[src/rtl/joypad_device.sv]
// joypad_device: NES-style controller front end. Debounces eight raw buttons,
// latches them into a shift register on the host latch strobe, and shifts them
// out LSB-first on host clock rises, with fill bits once the eight are gone.
module joypad_device #(
  parameter int unsigned DEBOUNCE_CYCLES = 16,
  parameter bit          DATA_ACTIVE_LOW = 1'b1,
  parameter bit          FILL_BIT        = 1'b1
) (
  input  logic       clk_in,
  input  logic       nrst_in,
  input  logic [7:0] btn_in,
  input  logic       jp_latch_in,
  input  logic       jp_clk_in,
  output logic       jp_data_out,
  output logic [7:0] btn_state_out,
  output logic [3:0] read_cnt_out,
  output logic [1:0] state_out
);

  localparam int unsigned NBTN  = 8;
  localparam int unsigned CNT_W = 16;
  localparam int unsigned RC_W  = 4;

  // Counter value on which a differing raw value has been seen DEBOUNCE_CYCLES times
  localparam logic [CNT_W-1:0] DB_LAST = CNT_W'(DEBOUNCE_CYCLES - 1);
  localparam logic [RC_W-1:0]  RC_LAST = RC_W'(7);
  localparam logic [RC_W-1:0]  RC_MAX  = RC_W'(8);

  typedef enum logic [1:0] {
    ST_IDLE  = 2'd0,
    ST_LOAD  = 2'd1,
    ST_SHIFT = 2'd2,
    ST_DONE  = 2'd3
  } state_e;

  logic [1:0]       rst_sync_q;
  logic             rst_n;
  logic [1:0]       latch_sync_q;
  logic [1:0]       jclk_sync_q;
  logic             jclk_prev_q;
  logic [NBTN-1:0]  btn_s0_q;
  logic [NBTN-1:0]  btn_s1_q;
  logic [CNT_W-1:0] db_cnt_q [NBTN];
  logic [NBTN-1:0]  stable_q;
  logic [NBTN-1:0]  sreg_q;
  logic [RC_W-1:0]  read_cnt_q;
  state_e           state_q;
  logic             latch_s;
  logic             clk_rise_c;

  // Reset synchronizer: asserts asynchronously, releases on the second clk_in edge
  always_ff @(posedge clk_in or negedge nrst_in) begin
    if (!nrst_in) begin
      rst_sync_q <= 2'b00;
    end else begin
      rst_sync_q <= {rst_sync_q[0], 1'b1};
    end
  end

  assign rst_n = rst_sync_q[1];

  // Two-flop synchronizers for all asynchronous host and button inputs
  always_ff @(posedge clk_in or negedge rst_n) begin
    if (!rst_n) begin
      latch_sync_q <= 2'b00;
      jclk_sync_q  <= 2'b00;
      btn_s0_q     <= '0;
      btn_s1_q     <= '0;
    end else begin
      latch_sync_q <= {latch_sync_q[0], jp_latch_in};
      jclk_sync_q  <= {jclk_sync_q[0], jp_clk_in};
      btn_s0_q     <= btn_in;
      btn_s1_q     <= btn_s0_q;
    end
  end

  assign latch_s = latch_sync_q[1];

  // Registered copy of the synced host clock for one-cycle rise detection
  always_ff @(posedge clk_in or negedge rst_n) begin
    if (!rst_n) begin
      jclk_prev_q <= 1'b0;
    end else begin
      jclk_prev_q <= jclk_sync_q[1];
    end
  end

  assign clk_rise_c = jclk_sync_q[1] & ~jclk_prev_q;

  // Per-button debounce: accept a new value after it differs for DEBOUNCE_CYCLES cycles
  always_ff @(posedge clk_in or negedge rst_n) begin
    if (!rst_n) begin
      for (int unsigned i = 0; i < NBTN; i++) begin
        db_cnt_q[i] <= '0;
      end
      stable_q <= '0;
    end else begin
      for (int unsigned i = 0; i < NBTN; i++) begin
        if (btn_s1_q[i] == stable_q[i]) begin
          db_cnt_q[i] <= '0;
        end else if (db_cnt_q[i] == DB_LAST) begin
          stable_q[i] <= btn_s1_q[i];
          db_cnt_q[i] <= '0;
        end else begin
          db_cnt_q[i] <= db_cnt_q[i] + CNT_W'(1);
        end
      end
    end
  end

  // Read FSM with shift register and bit counter; a high latch overrides any shift
  always_ff @(posedge clk_in or negedge rst_n) begin
    if (!rst_n) begin
      state_q    <= ST_IDLE;
      sreg_q     <= '0;
      read_cnt_q <= '0;
    end else if (latch_s) begin
      state_q    <= ST_LOAD;
      sreg_q     <= stable_q;
      read_cnt_q <= '0;
    end else begin
      case (state_q)
        ST_IDLE: begin
          state_q <= ST_IDLE;
        end
        ST_LOAD: begin
          state_q <= ST_SHIFT;
        end
        ST_SHIFT: begin
          if (clk_rise_c) begin
            sreg_q     <= {FILL_BIT, sreg_q[NBTN-1:1]};
            read_cnt_q <= read_cnt_q + RC_W'(1);
            if (read_cnt_q == RC_LAST) begin
              state_q <= ST_DONE;
            end
          end
        end
        ST_DONE: begin
          if (clk_rise_c) begin
            sreg_q     <= {FILL_BIT, sreg_q[NBTN-1:1]};
            read_cnt_q <= RC_MAX;
          end
        end
        default: begin
          state_q <= ST_IDLE;
        end
      endcase
    end
  end

  // Data line is the shift register LSB, polarity fixed at elaboration
  assign jp_data_out   = sreg_q[0] ^ DATA_ACTIVE_LOW;
  assign btn_state_out = stable_q;
  assign read_cnt_out  = read_cnt_q;
  assign state_out     = state_q;

endmodule

[config.mk]
export PLATFORM = sky130hd
export DESIGN_NAME = joypad_device
export DESIGN_NICKNAME = d
export VERILOG_FILES = /design/src/rtl/joypad_device.sv
export SDC_FILE = /design/constraint.sdc
export NUM_CORES = 1
export LEC_CHECK = 0
export CORE_MARGIN = 3
export CORE_UTILIZATION = 60
export CTS_CLUSTER_SIZE = 20
export DETAILED_ROUTE_END_ITERATION = 8
export DONT_BUFFER_PORTS = 1
export GPL_ROUTABILITY_DRIVEN = 0
export PLACE_DENSITY_LB_ADDON = 0.1
export SLEW_MARGIN = 40
export SYNTH_ARGS = -nofsm -noshare
export SYNTH_HDL_FRONTEND = slang
export SYNTH_SLANG_ARGS = --single-unit
[constraint.sdc]
create_clock -name clk_in -period 7.4 [get_ports clk_in]
set_clock_uncertainty 0.05 [all_clocks]
set_input_delay 1.85 -clock clk_in [delete_from_list [all_inputs] [get_ports clk_in]]
set_output_delay 1.85 -clock clk_in [all_outputs]
set_load 0.03 [all_outputs]
Word level (Yosys, flattened, before mapping)
Cells that the tools add are included.
{"block": "totals", "reg_bits": 173, "input_bits": 12, "out_inout_bits": 15, "elab_cells": 112}
{"block": "op_classes", "addsub": 9, "eq_ne": 23, "mux": 27, "n_bitwise": 11, "reduce_logical": 17}
{"cell": "$mux 16", "count": 16}
{"cell": "$add 16x1->16 const B", "count": 8}
{"cell": "$eq 16x4->1 const B", "count": 8}
{"cell": "$mux 8", "count": 3}
{"cell": "$reduce_and 2->1", "count": 9}
{"cell": "$mux 4", "count": 3}
{"cell": "$not 1->1", "count": 10}
{"cell": "$ne 3x3->1 const B", "count": 3}
{"cell": "$eq 1x1->1", "count": 8}
{"cell": "$pmux 4 s2", "count": 1}
{"cell": "$mux 2", "count": 3}
{"cell": "$pmux 2 s3", "count": 1}
{"cell": "$reduce_and 3->1", "count": 2}
{"cell": "$add 4x1->4 const B", "count": 1}
{"cell": "$eq 2x2->1 const B", "count": 2}
{"cell": "$eq 4x3->1 const B", "count": 1}
{"cell": "$reduce_bool 2->1", "count": 2}
{"cell": "$reduce_bool 4->1", "count": 1}
{"cell": "$reduce_bool 3->1", "count": 1}
{"cell": "$eq 2x1->1 const B", "count": 1}
{"cell": "$logic_not 2->1", "count": 1}
{"cell": "$reduce_or 2->1", "count": 1}
{"cell": "$and 1x1->1", "count": 1}

Logic depth before layout (Yosys ltp)
{"block": "depth", "word_depth": 5, "depth_mapped": 7, "mapped_depth_nobuf": 6}

Worst setup path after synthesis
No wires, ideal clock.
{"block": "synth_path", "path_type": "flip-flop to output port", "from": "register sreg_q[0]", "to": "output port jp_data_out", "arrival_time_ns": 0.551, "required_time_ns": 5.500, "slack_ns": 4.949, "stages_incl_launch_ff": 2, "path_buffers": 0, "cell_sequence": "dfrtp_1 inv_1"}
{"block": "synth_between", "elab_chain_cells": 1}
{"element": "start: declaration", "line_no": "45", "source": "logic [NBTN-1:0] sreg_q;"}
{"element": "start signal: assignment", "line_no": "119", "source": "sreg_q <= stable_q;"}
{"element": "start signal: assignment", "line_no": "131", "source": "sreg_q <= {FILL_BIT, sreg_q[NBTN-1:1]};"}
{"element": "start signal: assignment", "line_no": "140", "source": "sreg_q <= {FILL_BIT, sreg_q[NBTN-1:1]};"}
{"element": "$not 1->1 (no line)"}
{"element": "end: declaration", "line_no": "14", "source": "output logic jp_data_out,"}
No other way between the ends.

Worst setup path after layout
{"block": "layout_path", "from": "register read_cnt_q[2], in the netlist read_cnt_out[2]", "to": "output port read_cnt_out[2]"}
{"element": "start: declaration", "line_no": "46", "source": "logic [RC_W-1:0] read_cnt_q;"}
{"element": "start signal: assignment", "line_no": "132", "source": "read_cnt_q <= read_cnt_q + RC_W'(1);"}
{"element": "end: declaration", "line_no": "16", "source": "output logic [3:0] read_cnt_out,"}
No word-level cell between the ends.

==> results.py <==
metrics = {
    "sta": {
        "maxSlewViolCount": 0,
        "timing.setup.tns_ps": 0,
        "rsz0062_at_grt": "no",
        "max_slew_margin": 0.535,
        "hold_viol": 0,
        "setup_violations": 0,
        "fmax_ghz": 0.340,
        "fin_crit_ps": 2940,
        "period_share": 0.397,
        "worstMarginPinSlew_ps": 697,
    },
    "power_and_ir_drop": {
        "vdd_drop_max_uv": 314,
        "leakage_nw": 3.64,
        "p_int_mw": 1.70,
        "p_clk_frac": 0.479,
        "power_density_nw_per_um2": 253,
        "seqPwrFrac": 0.471,
        "p_sw_uw": 493,
        "pwr-share-comb": 0.050,
        "sw_frac_of_total": 0.224,
    },
    "floorplanning": {
        "initial_core_util": 0.632,
        "core-area_sq_um": 12300,
        "rows": 40,
        "die_w_microns": 120,
        "die_h_microns": 120,
        "die_area_sq_um": 14400,
        "ios": 27,
    },
    "placed_design": {
        "post_dp_cell_area_sq_um": 7970,
        "hpwl_mm": 9.83,
        "portBuffers": 0,
    },
    "min_path": {
        "hold_class": "reg -> reg",
        "min-delay-start": "rst_sync_q[0]$_DFF_PN0_",
    },
    "clock_network": {
        "clk_pin_slew_ps": 60,
        "root_buffer": "clkbuf_16",
        "cts-buffers-inserted": 17,
        "cts.path.max_buffers": 2,
        "clkLatencyLatePin_ps": 430,
        "cts_sinks": 173,
        "postCtsHoldBufs": 0,
        "cts-htree-levels": 4,
        "postCtsSetupBuffers": 0,
        "cts_resized": 0,
        "cts_tree": "done",
    },
    "logic_synthesis": {
        "synth_fp_nets": 777,
        "yosys.cell_types.count": 35,
        "ys_warn_count": 0,
        "avgSynthCellArea_sq_um": 10.3,
        "synth_seq_cells": 173,
        "synthCells": 753,
        "synth_ff_type": "dfrtp_1",
        "ys_seq_area_frac": 0.557,
        "syn_area_sq_um": 7770,
        "synthArstFlopShare": 1.00,
        "synth-edff-count": 0,
    },
    "routing": {
        "drt-total-wl_mm": 14.8,
        "drt_first_pass_iters": 5,
        "antenna_left": 0,
        "drt_iter0_drc": 400,
        "drc_errors": 0,
        "avgViaCountPerCell": 5.69,
        "wl_per_cell_microns": 15.6,
        "via_count": 5373,
    },
    "outcome": {
        "status": "finished, final reports clean",
    },
    "global_route": {
        "grt_usage": 0.219,
        "grt_max_degree": 67,
        "grt_pass1_vias": 5234,
        "grt_overflow": 0,
        "antenna_found_initial": 0,
        "grt_pass1_wl_mm": 25.3,
    },
    "cells_and_area": {
        "fin_nets": 788,
        "n_fill_cell": 920,
        "area_growth_pct": 11.7,
        "diodes": 0,
        "final_common_cell": "dfrtp_1",
        "layout-drive-gt1-share": 0.0644,
        "fin_area_sq_um": 8690,
        "seq_area_sq_um": 4330,
        "mostFrequentLayoutCells": "dfrtp_1, nor2_1, xnor2_1",
        "multi_input_area_sq_um": 3280,
    },
    "critical_path": {
        "required_ps": 5500,
        "r2r_start": "state_out[0]$_DFFE_PN0P_",
        "cp-end-kind": "output pin",
        "critPathLaunchType": "register",
        "crit_start": "read_cnt_out[2]$_DFFE_PN0P_",
        "crit_fanout": 5,
        "cp.arrival_ps": 1040,
        "setup.worst_path.class": "reg -> out",
    },
    "run": {
        "max_cap_violations": 0,
    },
}
==> per-layer routing <==
metal / GRT usage / wire [microns] / share of wire / vias to the layer above
li1: - / - / - / 2613
met1: 0.304 / 6840 / 0.46 / 2643
met2: 0.341 / 7120 / 0.48 / 98
met3: 0.0551 / 602 / 0.041 / 19
met4: 0.0759 / 207 / 0.014 / 0
met5: 0 / 0 / 0 / -
==> state kept, by name, indices dropped and copies added (netlist names) <==
register and flops:
btn_s0_q 8, read_cnt_out 4, state_out 2, btn_s1_q 8, db_cnt_q 128, latch_sync_q 2, jclk_prev_q 1, btn_state_out 8
sreg_q 8, rst_sync_q 2, jclk_sync_q 2
==> kinds of logic (layout without fill, tap and decap cells) <==
kind of cell               Yosys count  after routing  synth area share
muxes                               15             15            0.0206
and+or+nand+nor                    366            366             0.231
other                                1              1          0.000482
adders and majority gates           12             12            0.0193
AOI/OAI and AO/OA                   25             25            0.0187
xor gates and xnor gates           117            117             0.132
buffers and inverters               44             68            0.0212
DFF                                173            173             0.557
==> cells in the mapped netlist, types with 2 or more instances <==
cell / count / share of area
dfrtp_1: 173 / 0.56
nor2_1: 135 / 0.065
xnor2_1: 89 / 0.10
nor4_1: 60 / 0.048
nand3_1: 48 / 0.031
nand2_1: 34 / 0.016
inv_1: 32 / 0.015
nand4_1: 30 / 0.024
nor3_1: 28 / 0.018
xor2_1: 28 / 0.032
and3_1: 16 / 0.013
o21ai_0: 13 / 0.0084
ha_1: 12 / 0.019
clkbuf_1: 9 / 0.0043
mux2_2: 8 / 0.012
mux2i_1: 7 / 0.0090
a21oi_1: 6 / 0.0039
and2_1: 4 / 0.0032
buf_1: 3 / 0.0014
a31o_2: 2 / 0.0023
nor2b_1: 2 / 0.0016
==> power groups by stage <==
stage	clock network, mW	logic [mW]	registers (mW)
2_1_floorplan	0	0.0758	1.05
3_3_place_gp	0	0.106	1.05
3_5_place_dp	0	0.110	1.05
4_1_cts	1.07	0.112	1.04
5_1_grt	1.11	0.128	1.04
6_report	1.05	0.110	1.03
==> worst register-to-register path, delay by kind of cell (launching register included) <==
kind | cells | cell delay, ps
adders and majority gates | 1 | 270
and+or+nand+nor | 1 | 300
DFF | 1 | 550
AOI/OAI and AO/OA | 3 | 610
buffers and inverters | 2 | 400
==> stage by stage <==
stage	instances	util	hold WS, ps	power, mW	setup WS [ps]
floorplan	753	-	281	1.12	2170
global placement	913	0.648	281	1.16	4910
detailed placement	913	0.648	289	1.16	4900
CTS	945	0.705	303	2.22	4440
global route	945	0.706	305	2.27	4430
finish	945	0.706	301	2.20	4460
==> worst paths after layout <==
| path | to | slack (ps) | cells after the start |
|---|---|---|---|
| max | read_cnt_out[2] | 4460 | 0 |
| min | rst_sync_q[1]$_DFF_PN0_ | 300 | 0 |
| min reg2reg | rst_sync_q[1]$_DFF_PN0_ | 300 | 0 |
| max reg2reg | read_cnt_out[2]$_DFFE_PN0P_ | 5090 | 7 |
| max in group asynchronous | db_cnt_q[94]$_DFF_PN0_ | 5260 | 2 |
| min in group asynchronous | db_cnt_q[34]$_DFF_PN0_ | 310 | 0 |
==> final cells by class <==
| cell class | instances | area share |
|---|---|---|
| clock inverters | 13 | 0.0297 |
| inverters | 32 | 0.0138 |
| repair buffers | 4 | 0.00389 |
| well taps | 168 | 0.0242 |
| flip-flops and latches | 173 | 0.499 |
| clock buffers | 19 | 0.0521 |
| multi-input cells | 536 | 0.378 |
No activity file was read; power rests on OpenSTA's default activity.
